**src/rtl/p2s_defs_pkg.sv**
```systemverilog
// Shared definitions for the P2S transmit path (and the matching S2P receive side).
package p2s_defs;

  typedef enum logic {
    IDLE  = 1'b0,
    SHIFT = 1'b1
  } p2s_state_t;

  // Bits needed to hold WIDTH-1 bits remaining; never narrower than 1.
  function automatic int cnt_width(input int w);
    return (w < 2) ? 1 : $clog2(w);
  endfunction

endpackage

```
**src/rtl/p2s_bit_counter.sv**
```systemverilog
// Bits-remaining counter: loaded on frame accept, decremented on enabled steps.
module p2s_bit_counter
  import p2s_defs::*;
#(
  parameter int WIDTH = 8,
  localparam int CW = cnt_width(WIDTH)
) (
  input  logic          clk,
  input  logic          rst,
  input  logic          i_load,
  input  logic [CW-1:0] i_load_val,
  input  logic          i_dec,
  output logic          o_zero
);

  logic [CW-1:0] r_cnt;

  // Reload on accept; count down on qualified steps, holding at zero (no wrap).
  always_ff @(posedge clk) begin
    if (rst)                      r_cnt <= '0;
    else if (i_load)              r_cnt <= i_load_val;
    else if (i_dec && r_cnt != '0) r_cnt <= r_cnt - 1'b1;
  end

  assign o_zero = (r_cnt == '0);

endmodule

```
**src/rtl/p2s_shift_register.sv**
```systemverilog
// Parallel-to-serial transmitter: valid/ready word load, one bit per en step on q.
module p2s_shift_register
  import p2s_defs::*;
#(
  parameter int WIDTH     = 8,
  parameter bit MSB_FIRST = 1'b1
) (
  input  logic             clk,
  input  logic             rst,
  input  logic             en,
  input  logic [WIDTH-1:0] din,
  input  logic             load,
  output logic             ready,
  output logic             q,
  output logic             q_valid,
  output logic             done
);

  localparam int CW = cnt_width(WIDTH);

  p2s_state_t       r_state, w_state_nxt;
  logic [WIDTH-1:0] r_sr;
  logic             r_q, r_q_valid, r_done;
  logic             w_accept, w_step, w_zero;
  logic             w_first, w_next;
  logic [WIDTH-1:0] w_sr_load, w_sr_shift;

  assign ready    = (r_state == IDLE);
  assign w_accept = load && ready;
  assign w_step   = (r_state == SHIFT) && en;

  // The first bit goes straight to q on accept, so the shift reg keeps only the
  // remaining bits; each step pops the next one from the leading end.
  generate
    if (MSB_FIRST) begin : g_msb
      assign w_first    = din[WIDTH-1];
      assign w_sr_load  = {din[WIDTH-2:0], 1'b0};
      assign w_next     = r_sr[WIDTH-1];
      assign w_sr_shift = {r_sr[WIDTH-2:0], 1'b0};
    end else begin : g_lsb
      assign w_first    = din[0];
      assign w_sr_load  = {1'b0, din[WIDTH-1:1]};
      assign w_next     = r_sr[0];
      assign w_sr_shift = {1'b0, r_sr[WIDTH-1:1]};
    end
  endgenerate

  p2s_bit_counter #(.WIDTH(WIDTH)) u_cnt (
    .clk        (clk),
    .rst        (rst),
    .i_load     (w_accept),
    .i_load_val (CW'(WIDTH - 1)),
    .i_dec      (w_step),
    .o_zero     (w_zero)
  );

  // FSM state register.
  always_ff @(posedge clk) begin
    if (rst) r_state <= IDLE;
    else     r_state <= w_state_nxt;
  end

  // Next state: accept moves to SHIFT; an enabled step with no bits left ends the frame.
  always_comb begin
    w_state_nxt = r_state;
    case (r_state)
      IDLE:    if (load)          w_state_nxt = SHIFT;
      SHIFT:   if (en && w_zero)  w_state_nxt = IDLE;
      default:                    w_state_nxt = IDLE;
    endcase
  end

  // Datapath and registered outputs; done is a single-cycle pulse.
  always_ff @(posedge clk) begin
    if (rst) begin
      r_sr      <= '0;
      r_q       <= 1'b0;
      r_q_valid <= 1'b0;
      r_done    <= 1'b0;
    end else begin
      r_done <= 1'b0;
      if (w_accept) begin
        r_sr      <= w_sr_load;
        r_q       <= w_first;
        r_q_valid <= 1'b1;
      end else if (w_step) begin
        if (!w_zero) begin
          r_q  <= w_next;
          r_sr <= w_sr_shift;
        end else begin
          r_q       <= 1'b0;
          r_q_valid <= 1'b0;
          r_done    <= 1'b1;
        end
      end
    end
  end

  assign q       = r_q;
  assign q_valid = r_q_valid;
  assign done    = r_done;

endmodule
```
**config.mk**
```make
export PLATFORM = sky130hd
export DESIGN_NAME = p2s_shift_register
export DESIGN_NICKNAME = d
export VERILOG_FILES = /design/src/rtl/p2s_defs_pkg.sv /design/src/rtl/p2s_bit_counter.sv /design/src/rtl/p2s_shift_register.sv
export SDC_FILE = /design/constraint.sdc
export NUM_CORES = 1
export LEC_CHECK = 0
export CORE_MARGIN = 8
export CORE_UTILIZATION = 50
export DETAILED_ROUTE_END_ITERATION = 12
export PLACE_DENSITY = 0.8
export SLEW_MARGIN = 20
export SYNTH_ARGS = -nofsm -noshare
export SYNTH_HDL_FRONTEND = slang
export SYNTH_HIERARCHICAL = 1
export SYNTH_SLANG_ARGS = --single-unit
```
**constraint.sdc**
```tcl
create_clock -name clk -period 3.9 [get_ports clk]
set_input_delay 0.78 -clock clk [delete_from_list [all_inputs] [get_ports clk]]
set_output_delay 0.78 -clock clk [all_outputs]
set_load 0.02 [all_outputs]
```
### After elaboration in Yosys (flattened, before gate mapping)

Index checks and enable logic that the tools add are counted.

| cells by class | value |
|---|---|
| $add $sub $neg | 1 |
| equality and inequality tests | 1 |
| mux-type cells | 15 |
| bitwise operators | 2 |
| reduce and logical (&&, ||, !) cells | 12 |

Operators with widths:

| operator | count |
|---|---|
| $mux 8 | 3 |
| $mux 1 | 9 |
| $mux 3 | 2 |
| $reduce_bool 2->1 | 3 |
| $logic_and 1x1->1 | 4 |
| $reduce_and 2->1 | 2 |
| $logic_not 3->1 | 1 |
| $reduce_bool 3->1 | 1 |
| $reduce_or 3->1 | 1 |
| $sub 3x1->3 const B | 1 |
| $ne 2x1->1 const B | 1 |
| $not 1->1 | 2 |
| $pmux 1 s2 | 1 |

| word-level totals | value |
|---|---|
| register bits | 14 |
| input bits | 12 |
| logic and storage cells | 37 |

### Longest topological paths before layout

Gate-level depths: netlist of run 1.

| logic depth | value |
|---|---|
| depth in word-level cells | 4 |
| depth in mapped cells | 7 |
| depth with buffers taken out | 6 |

### By module

Netlist of run 1, hierarchy kept.

By module, submodules not included:

| module | instances | cells each | area an instance (µm²) |
|---|---|---|---|
| p2s_shift_register | 1 | 58 | 490.5 |
| p2s_bit_counter | 1 | 21 | 182.7 |

### Worst setup path before layout of run 1

No wires, ideal clock.

| path | value |
|---|---|
| path type | input to register |
| start point | in load |
| end point | reg u_cnt.r_cnt[1] |
| arrival | 1.534 ns |
| required time | 3.826 ns |
| path slack | 2.291 ns |
| stages | 5 |
| path buffers | 1 |
| cell sequence | nand2b_1 > buf_4 > inv_6 > or3_1 > a31oi_1 |

| between the ends | value |
|---|---|
| longest elaborated chain between the ends | 2 |
| elaborated cells on any way between the ends | 3 |
| those cells by class | 1 x mux; 2 x reduce/logical |

RTL lines:

| item | line | RTL |
|---|---|---|
| start, declared | p2s_shift_register.sv:12 | `input logic load,` |
| $logic_and 1x1->1 (*) | p2s_shift_register.sv:29 | `assign w_accept = load && ready;` |
| named net w_accept | p2s_shift_register.sv:24 | `logic w_accept, w_step, w_zero;` |
| $mux 3 or $reduce_bool 2->1 (tied branches) | - |  |
| end signal, assigned | p2s_bit_counter.sv:21 | `else if (i_load) r_cnt <= i_load_val;` |
| end signal, assigned | p2s_bit_counter.sv:22 | `else if (i_dec && r_cnt != '0) r_cnt <= r_cnt - 1'b1;` |
| end, declared | p2s_bit_counter.sv:16 | `logic [CW-1:0] r_cnt;` |

The timed path passes the listed nets; every way through them passes the cells marked *.
A chain may end at the register's enable or synchronous reset.

### Worst setup path after layout of run 1

| path | value |
|---|---|
| start point | reg r_state |
| end point | out ready |

| between the ends | value |
|---|---|
| longest elaborated chain between the ends | 1 |

RTL lines:

| item | line | RTL |
|---|---|---|
| start, declared | p2s_shift_register.sv:21 | `p2s_state_t r_state, w_state_nxt;` |
| start signal, assigned | p2s_shift_register.sv:60 | `else r_state <= w_state_nxt;` |
| $not 1->1 | - |  |
| end, declared | p2s_shift_register.sv:13 | `output logic ready,` |

No other way between the ends.

==> metrics, run 1 <==
kind of end point of the critical path=primary output; routed wire length per instance=12.4 µm; Total Negative Setup Slacks=0 ps; overall track demand over capacity in global routing=0.111; Clock Sinks=14; most frequent cells in the layout=15 x clkdlybuf4s50_1, 14 x dfxtp_1, 9 x nor2_1, 9 x nand2_1, 8 x a21oi_1; Routed Wire Length=1380 µm; sequential element share of the synthesized area=0.416; ant diodes=0; Die W=52.7 µm; dominant cell type by area after synthesis=dfxtp_1; final layout net count=111; biggest fanout along the worst timing path=8; number of global-route vias before repair=555; uppermost signal routing layer after detailed routing=met4; Buffers on Ports=15; clock insertion delay at the later pin of the skew report=280 ps; post-CTS setup-driven buffer insertion count=0; Power per Cell Area=392 nW/µm²; cells after synthesis=79; post-cts sizing count=0; number of antenna violations at the first check in global routing=0; setup repair after global routing missed its margin=false; total I/O pin count=16; class of the most critical hold timing path=reg2reg; via/cell ratio=5.31; post-route antenna net violation count=0; Starting Density=0.524; dominant synthesized flop cell=dfxtp_1; Max Clock Skew=4.66 ps; proportion of layout cells with a drive suffix above 1=0.0729; GPL Wtd Cong=0.725; area enclosed by the die boundary=2780 µm²; largest voltage drop on the vdd net=0.192 mV; standby leakage power=0.341 nW; number of H-tree levels=1; final setup violating endpoints=0; warning count from the yosys run=6; CORE AREA=1280 µm²; total of flip-flops plus latches after synthesis=14; most common library cell in the layout ignoring fill and taps=clkdlybuf4s50_1; first-pass GRT wire length=2320 µm; number of core rows=13; TritonCTS Buffers=3; detailed route wirelength on metal2=644 µm; count of distinct cell types in the synthesized netlist=27; slew of the pin with the lowest slew margin=502 ps; Worst Slack Setup Final=1780 ps; minimum clock period after layout=2120 ps; router iterations before antenna repair=4; GRT overflow=0; max-cap check violation count=0; routed wl met3=77 µm; worst setup slack before clock tree synthesis=1590 ps; Starting DRT DRC Count=6; number of enable-type register cells in the synthesized netlist=0; run status=finished, final reports clean; HPWL after detailed placement=983 µm; hold buffers post-CTS=0; Reg clk slew, reported paths=90 ps; critical path class=reg2out; post-synthesis async set-or-reset flop share=0; portion of synthesized cell area occupied by the leading cell type=0.416; final cycle utilization of the critical path=0.542; die height=52.7 µm; Arr. time, crit path=1340 ps; total routed wire length on the met1 layer=643 µm; drt drc=0; Crit path required time=3120 ps; Filler Cell Count=109; via count=589; CTS max path bufs=2; maximum number of pins on one net before global-route repair=18; number of pins with negative max-slew slack in the final report=0; Max Clock Freq=0.473 GHz; master cell of the clock root buffer=clkbuf_4; Max-slew headroom=0.665; layout overhead on the synthesized area=26.6%; hold violation count in the final report=0; clock tree from TritonCTS=built; mean area per synthesized cell=8.52 µm²; top cells by area in the synthesized netlist=dfxtp_1 42%, a211oi_1 6.7%, a21oi_1 5.9%, nand2_1 5.0%, nor2_1 5.0%; crit start category=flip-flop; cell area after technology mapping=673 µm²
[per-layer routing]
layer	up-vias	global-route usage
met3	2	0.0483
li1	301	-
met1	274	0.125
met5	-	0
met4	0	0.0776
met2	12	0.162
[cells in the mapped netlist, types with 2 or more instances]
cell      number
dfxtp_1       14
nor2_1         9
buf_6          2
a31oi_1        2
a211oi_1       6
or3_1          2
a21oi_1        8
ha_1           2
nand2_1        9
inv_1          5
nand3b_1       3
nor3_1         2
[worst max-delay path: stages, from the launching register on]
cell and delay, ps:
dfxtp_1 460, inv_1 60, clkdlybuf4s50_1 530
[cells by family (layout without fill, tap and decap cells)]
group	Yosys count	count (layout)	synth area share
AO/OA/AOI/OAI	18	18	0.171
XOR/XNOR	1	1	0.0130
adder cells (fa/ha/maj)	2	2	0.0372
buffers and inverters	10	25	0.0911
flip-flops	14	14	0.416
multiplexers	1	1	0.0149
other	1	3	0.00557
AND/OR/NAND/NOR	32	32	0.251
[layout make-up]
type	count	area, µm²	area share
multi-input combinational	57	339	0.398
sequential	14	280	0.329
timing repair buffer	15	150	0.176
clock buffer	4	36.3	0.0426
inverter	6	27.5	0.0323
tap	15	18.8	0.0220
[registers in the layout (all words and copies together) (netlist names)]
register,count
u_cnt/r_cnt,3
done,1
r_state,1
q,1
r_sr,7
q_valid,1
[report_power, final]
group	internal, mW	leakage, nW	switching [mW]
logic	0.0347	0.204	0.0316
registers	0.155	0.116	0.00736
clock network	0.0568	0.0210	0.0490
total	0.246	0.341	0.0880
[per-stage QoR]
stage	utilization	std cells	hold WS, ps	total power [mW]	area, µm²
floorplan	-	81	437	0.210	681
global placement	0.635	107	450	0.230	816
detailed placement	0.635	107	458	0.232	816
CTS	0.663	111	472	0.338	852
global route	0.663	111	493	0.353	852
finish	0.663	111	472	0.334	852
[path summary, 6_finish.rpt]
| kind | start | endpoint | slack [ps] | cells after the start |
|---|---|---|---|---|
| max reg2reg | r_state | u_cnt/r_cnt[2] | 2290 | 4 |
| max | r_state | ready | 1780 | 2 |
| min reg2reg | r_sr[4] | r_sr[4] | 470 | 2 |
| min | r_sr[4] | r_sr[4] | 470 | 2 |
Power figures use the tool's default switching activity.
==> inputs of run 2 (changes only) <==
Settings changed: CORE_ASPECT_RATIO set to 1.1, CORE_UTILIZATION 50 to 42, PLACE_DENSITY 0.8 to 0.72.
Clock period 3.9 ns to 1.8 ns, I/O delays scaled along.
==> run 2 against run 1 <==
  * Power is 120% higher
  * Final area is 2.9% higher
  * Routed wire length is 3.1% lower
  * Largest power group unchanged
==> metrics, run 2 (synthesis results as in run 1) <==
class of the most critical hold timing path=reg2reg (unchanged); first-pass GRT wire length=2100 µm (was 2320 µm); slowest stage cell on the critical path=clkdlybuf4s50_1 (unchanged); ant diodes=0 (unchanged); clock insertion delay at the later pin of the skew report=280 ps (about the same); setup repair after global routing missed its margin=false (unchanged); number of antenna violations at the first check in global routing=0 (unchanged); kind of end point of the critical path=primary output (unchanged); CORE AREA=1540 µm² (was 1280 µm²); most frequent cells in the layout=15 x clkdlybuf4s50_1, 14 x dfxtp_1, 9 x nor2_1, 9 x nand2_1, 8 x a21oi_1 (unchanged); post-CTS setup-driven buffer insertion count=0 (unchanged); Routed Wire Length=1330 µm (was 1380 µm); total I/O pin count=16 (unchanged); Arr. time, crit path=1320 ps (was 1340 ps); minimum clock period after layout=1680 ps; number of global-route vias before repair=492 (was 555); final cell area excluding filler cells=877 µm² (was 852 µm²); largest registers ranked by flip-flop count=r_sr (7), u_cnt/r_cnt (3) (unchanged); final cycle utilization of the critical path=0.934; Reg clk slew, reported paths=90 ps (about the same); Power per Cell Area=824 nW/µm² (was 392 nW/µm²); post-cts sizing count=0 (unchanged); routed wire length per instance=11.5 µm (was 12.4 µm); Final Total Pwr=0.723 mW (was 0.334 mW); drt drc=0 (unchanged); standby leakage power=0.355 nW (was 0.341 nW); post-route antenna net violation count=0 (unchanged); crit start category=flip-flop (unchanged); Multi-input gate area=339 µm² (unchanged); number of H-tree levels=1 (unchanged); final setup violating endpoints=0 (unchanged); number of pins with negative max-slew slack in the final report=0 (unchanged); Starting DRT DRC Count=14 (was 6); final layout net count=114 (was 111); launch point of the worst hold path=r_sr[3] (was r_sr[4]); TritonCTS Buffers=3 (unchanged); Clock Sinks=14 (unchanged); placement-stage cell area=841 µm² (was 816 µm²); max-cap check violation count=0 (unchanged); overall track demand over capacity in global routing=0.0910 (was 0.111); die height=58.0 µm (was 52.7 µm); crit path launch=r_state (unchanged); Max Clock Freq=0.595 GHz; Total Negative Setup Slacks=0 ps (unchanged); biggest fanout along the worst timing path=8 (unchanged); hold buffers post-CTS=0 (unchanged); proportion of layout cells with a drive suffix above 1=0.101 (was 0.0729); area enclosed by the die boundary=3140 µm² (was 2780 µm²); hold violation count in the final report=0 (unchanged); Max Clock Skew=8.46 ps (was 4.66 ps); maximum number of pins on one net before global-route repair=13 (was 18); GPL Wtd Cong=0.723 (was 0.725); CP cell instances=inv_1 > clkdlybuf4s50_1 (unchanged); via count=560 (was 589); Filler Cell Count=148 (was 109); core utilization of the finished layout=0.570 (was 0.663); via/cell ratio=4.83 (was 5.31); GRT overflow=0 (unchanged); footprint of the flip-flops and latches=280 µm² (unchanged); Die W=54.2 µm (was 52.7 µm); most common library cell in the layout ignoring fill and taps=clkdlybuf4s50_1 (unchanged); largest incremental delay on the critical path=540 ps (was 530 ps); CTS max path bufs=2 (unchanged); Top reg by flops=r_sr (unchanged); Starting Density=0.437 (was 0.524); layout overhead on the synthesized area=30.3% (was 26.6%); largest voltage drop on the vdd net=0.352 mV (was 0.192 mV); run status=finished, final reports clean (unchanged); clock tree from TritonCTS=built (unchanged); router iterations before antenna repair=4 (unchanged); startpoint of the worst register-to-register path=u_cnt/r_cnt[0] (was r_state); master cell of the clock root buffer=clkbuf_4 (unchanged); HPWL after detailed placement=995 µm (was 983 µm); Crit path required time=1440 ps (was 3120 ps); max reg flops=7 (unchanged); Buffers on Ports=15 (unchanged); critical path class=reg2out (unchanged); number of core rows=15 (was 13)
## run 2: area by class of cell
cell class	count	area share
Multi-Input combinational cell	57	0.387
Timing Repair Buffer	18	0.197
Inverter	6	0.0314
Sequential cell	14	0.320
Tap cell	17	0.0243
Clock buffer	4	0.0414
## run 2: final timing paths
path | to | slack, ps | depth (start not counted)
setup / recovery | ready | 120 | 2
hold / removal | r_sr[3] | 460 | 2
setup reg to reg | u_cnt/r_cnt[2] | 220 | 6
hold reg to reg | r_sr[3] | 460 | 2
## run 2: critical path, delay by kind of cell (launching register included)
family / cells / cell delay [ps]
buffers and inverters: 2 / 600
flip-flops: 1 / 450
## run 2: metal layers
metal	track usage	part of all wire	vias up	wire, µm
met1	0.111	0.48	239	644
met4	0.0634	0.0090	0	12
met3	0.0435	0.087	2	116
met2	0.120	0.42	14	560
li1	-	-	305	-
met5	0	0	-	0
## run 2: report_power, final
group | total (mW) | switching [mW] | internal [mW]
Combinational | 0.150 | 0.0693 | 0.0810
Clock | 0.222 | 0.0987 | 0.123
Sequential | 0.351 | 0.0153 | 0.335
Total | 0.723 | 0.183 | 0.539
## run 2: through the flow
step / hold slack (ps) / instances / worst slack, ps
detailed placement: 450 / 112 / 99.2
global route: 487 / 116 / 15.2
floorplan: 429 / 81 / 341
CTS: 465 / 116 / 96.3
finish: 461 / 116 / 118
global placement: 450 / 112 / 132
==> inputs of run 3 (changes only) <==
Settings changed: ABC_CLOCK_PERIOD_IN_PS set to 2100, CORE_ASPECT_RATIO 1.1 to not set, CORE_UTILIZATION 42 to 50, CTS_CLUSTER_DIAMETER set to 40, PLACE_DENSITY 0.72 to 0.8.
Clock period 1.8 ns to 2.1 ns, I/O delays scaled along.
==> run 3 against run 2 <==
  * Final area down 3.6%
  * Critical path depth stayed put
  * Flip-flop and latch count did not move
  * Register-to-register slack better by 290 ps
  * Worst setup slack gained 240 ps
  * Clock skew down 7.3 ps
  * Hold slack better by 3.6 ps
  * Global-route usage rose by 1.5 points
  * Sequential share of layout area increased by 1.2 points
  * Sequential power decreased by 14%
  * Clock power shrank 34%
  * Clock-buffer cell count decreased by 1
==> metrics, run 3 (synthesis results as in run 1) <==
run status=finished, final reports clean (unchanged); endpoint of the worst setup timing path=ready (unchanged); TritonCTS Buffers=3 (unchanged); clock insertion delay at the later pin of the skew report=270 ps (was 280 ps); largest incremental delay on the critical path=530 ps (was 540 ps); number of core rows=13 (was 15); buffers and inverters on the worst path=2 (unchanged); layout overhead on the synthesized area=25.7% (was 30.3%); core utilization of the finished layout=0.658 (was 0.570); proportion of layout cells with a drive suffix above 1=0.0729 (was 0.101); clock network fraction of design power=0.254 (was 0.307); most frequent cells in the layout=15 x clkdlybuf4s50_1, 14 x dfxtp_1, 9 x nor2_1, 9 x nand2_1, 8 x a21oi_1 (unchanged); number of pins with negative max-slew slack in the final report=0 (unchanged); Worst path depth=2 (unchanged); setup repair after global routing missed its margin=false (unchanged); first-pass GRT wire length=2300 µm (was 2100 µm); hold buffers post-CTS=0 (unchanged); endpoint of the lowest-slack register-to-register path=r_sr[2] (was u_cnt/r_cnt[2]); largest voltage drop on the vdd net=0.435 mV (was 0.352 mV); Total Negative Setup Slacks=0 ps (unchanged); Power per Cell Area=680 nW/µm² (was 824 nW/µm²); Final Total Pwr=0.575 mW (was 0.723 mW); CORE AREA=1280 µm² (was 1540 µm²); combinational group share of total power=0.222 (was 0.208); master cell of the clock root buffer=clkbuf_4 (unchanged); Multi-input gate area=339 µm² (unchanged); Die W=52.7 µm (was 54.2 µm); net switching power=0.154 mW (was 0.183 mW); Crit path required time=1680 ps (was 1440 ps); Filler Cell Count=121 (was 148); GRT overflow=0 (unchanged); internal power=0.421 mW (was 0.539 mW); reg2reg setup slack=510 ps (was 220 ps); Max Clock Freq=0.576 GHz; post-CTS setup-driven buffer insertion count=0 (unchanged); final setup violating endpoints=0 (unchanged); HPWL after detailed placement=984 µm (was 995 µm); Max-slew headroom=0.644; minimum clock period after layout=1740 ps; Starting DRT DRC Count=21 (was 14); Starting Density=0.524 (was 0.437); via/cell ratio=5.22 (was 4.83); drt drc=0 (unchanged); number of global-route vias before repair=552 (was 492); total I/O pin count=16 (unchanged); kind of end point of the critical path=primary output (unchanged); critical path class=reg2out (unchanged); Arr. time, crit path=1320 ps (about the same); startpoint of the worst register-to-register path=u_cnt/r_cnt[0] (unchanged); class of the most critical hold timing path=reg2reg (unchanged); clock tree from TritonCTS=built (unchanged); switching part of the total power=0.268 (was 0.254); crit-path leading delay family=buffers and inverters (unchanged); biggest fanout along the worst timing path=8 (unchanged); Routed Wire Length=1350 µm (was 1330 µm); routed wire length per instance=12.2 µm (was 11.5 µm); overall track demand over capacity in global routing=0.106 (was 0.0910); placement-stage cell area=823 µm² (was 841 µm²); CP cell instances=inv_1 > clkdlybuf4s50_1 (unchanged); final cell area excluding filler cells=846 µm² (was 877 µm²); via count=579 (was 560); Top reg by flops=r_sr (unchanged); number of antenna violations at the first check in global routing=0 (unchanged); most common library cell in the layout ignoring fill and taps=clkdlybuf4s50_1 (unchanged); area enclosed by the die boundary=2780 µm² (was 3140 µm²); max-cap check violation count=0 (unchanged); slew of the pin with the lowest slew margin=533 ps; slowest stage cell on the critical path=clkdlybuf4s50_1 (unchanged); footprint of the flip-flops and latches=280 µm² (unchanged); router iterations before antenna repair=4 (unchanged); placed cell count=108 (was 112); die height=52.7 µm (was 58.0 µm); Max Clock Skew=1.16 ps (was 8.46 ps); final cycle utilization of the critical path=0.827; GPL Wtd Cong=0.758 (was 0.723); post-route antenna net violation count=0 (unchanged); crit start category=flip-flop (unchanged); hold violation count in the final report=0 (unchanged); maximum number of pins on one net before global-route repair=18 (was 13); max reg flops=7 (unchanged); ant diodes=0 (unchanged); final layout net count=112 (was 114); Buffers on Ports=15 (unchanged); worst r2r path cells=6 (unchanged); number of H-tree levels=1 (unchanged); standby leakage power=0.338 nW (was 0.355 nW); final non-filler cell total=111 (was 116); post-cts sizing count=0 (unchanged); largest registers ranked by flip-flop count=r_sr (7), u_cnt/r_cnt (3) (unchanged); CTS max path bufs=2 (unchanged); power share of the sequential group=0.524 (was 0.485); Reg clk slew, reported paths=80 ps (was 90 ps); crit path launch=r_state (unchanged); Clock Sinks=14 (unchanged)
run 3: changes by cell type in the layout (fill, tap and decap cells not counted):
cell      before  now
clkbuf_8       1    0
buf_4          3    1
run 3: worst min-delay path by stage:
stage / from / endpoint / slack [ps] / cells past startpoint
2_1_floorplan: r_sr[7] / r_sr[7] / 440 / 2
3_3_place_gp: r_sr[5] / r_sr[5] / 450 / 2
3_5_place_dp: r_sr[5] / r_sr[5] / 450 / 2
4_1_cts: r_sr[5] / r_sr[5] / 460 / 2
5_1_grt: r_sr[3] / r_sr[3] / 490 / 2
6_report: r_sr[5] / r_sr[5] / 460 / 2
run 3: layout make-up:
class,instances,share of cell area
multi-input cells,57,0.401
repair buffers,16,0.186
well taps,15,0.0222
clock buffers,3,0.0266
inverters,6,0.0325
flip-flops and latches,14,0.331
run 3: metrics by stage:
stage	hold WS, ps	setup slack, ps
3_5_place_dp	454	331
5_1_grt	489	283
2_1_floorplan	437	641
3_3_place_gp	448	345
4_1_cts	465	352
6_report	465	363
run 3: worst reg2reg max path: stages (launching register included):
cell	delay, ps
dfxtp_1	350
inv_1	60
ha_1	200
ha_1	210
and3b_4	350
a21oi_1	80
a211oi_1	250
run 3: layer usage:
layer  part of all wire  up-vias  track usage  wire [µm]
li1                   -      300            -          -
met1               0.46      260        0.128        623
met2               0.46       19        0.170        621
met3              0.080        0       0.0511        108
met4                  0        0       0.0129          0
met5                  0        -            0          0
run 3: power by group through the flow:
stage / clock [mW] / combinational [mW] / sequential (mW)
detailed placement: 0 / 0.127 / 0.307
CTS: 0.151 / 0.128 / 0.301
floorplan: 0 / 0.0826 / 0.307
global route: 0.166 / 0.142 / 0.304
finish: 0.146 / 0.128 / 0.301
global placement: 0 / 0.124 / 0.306
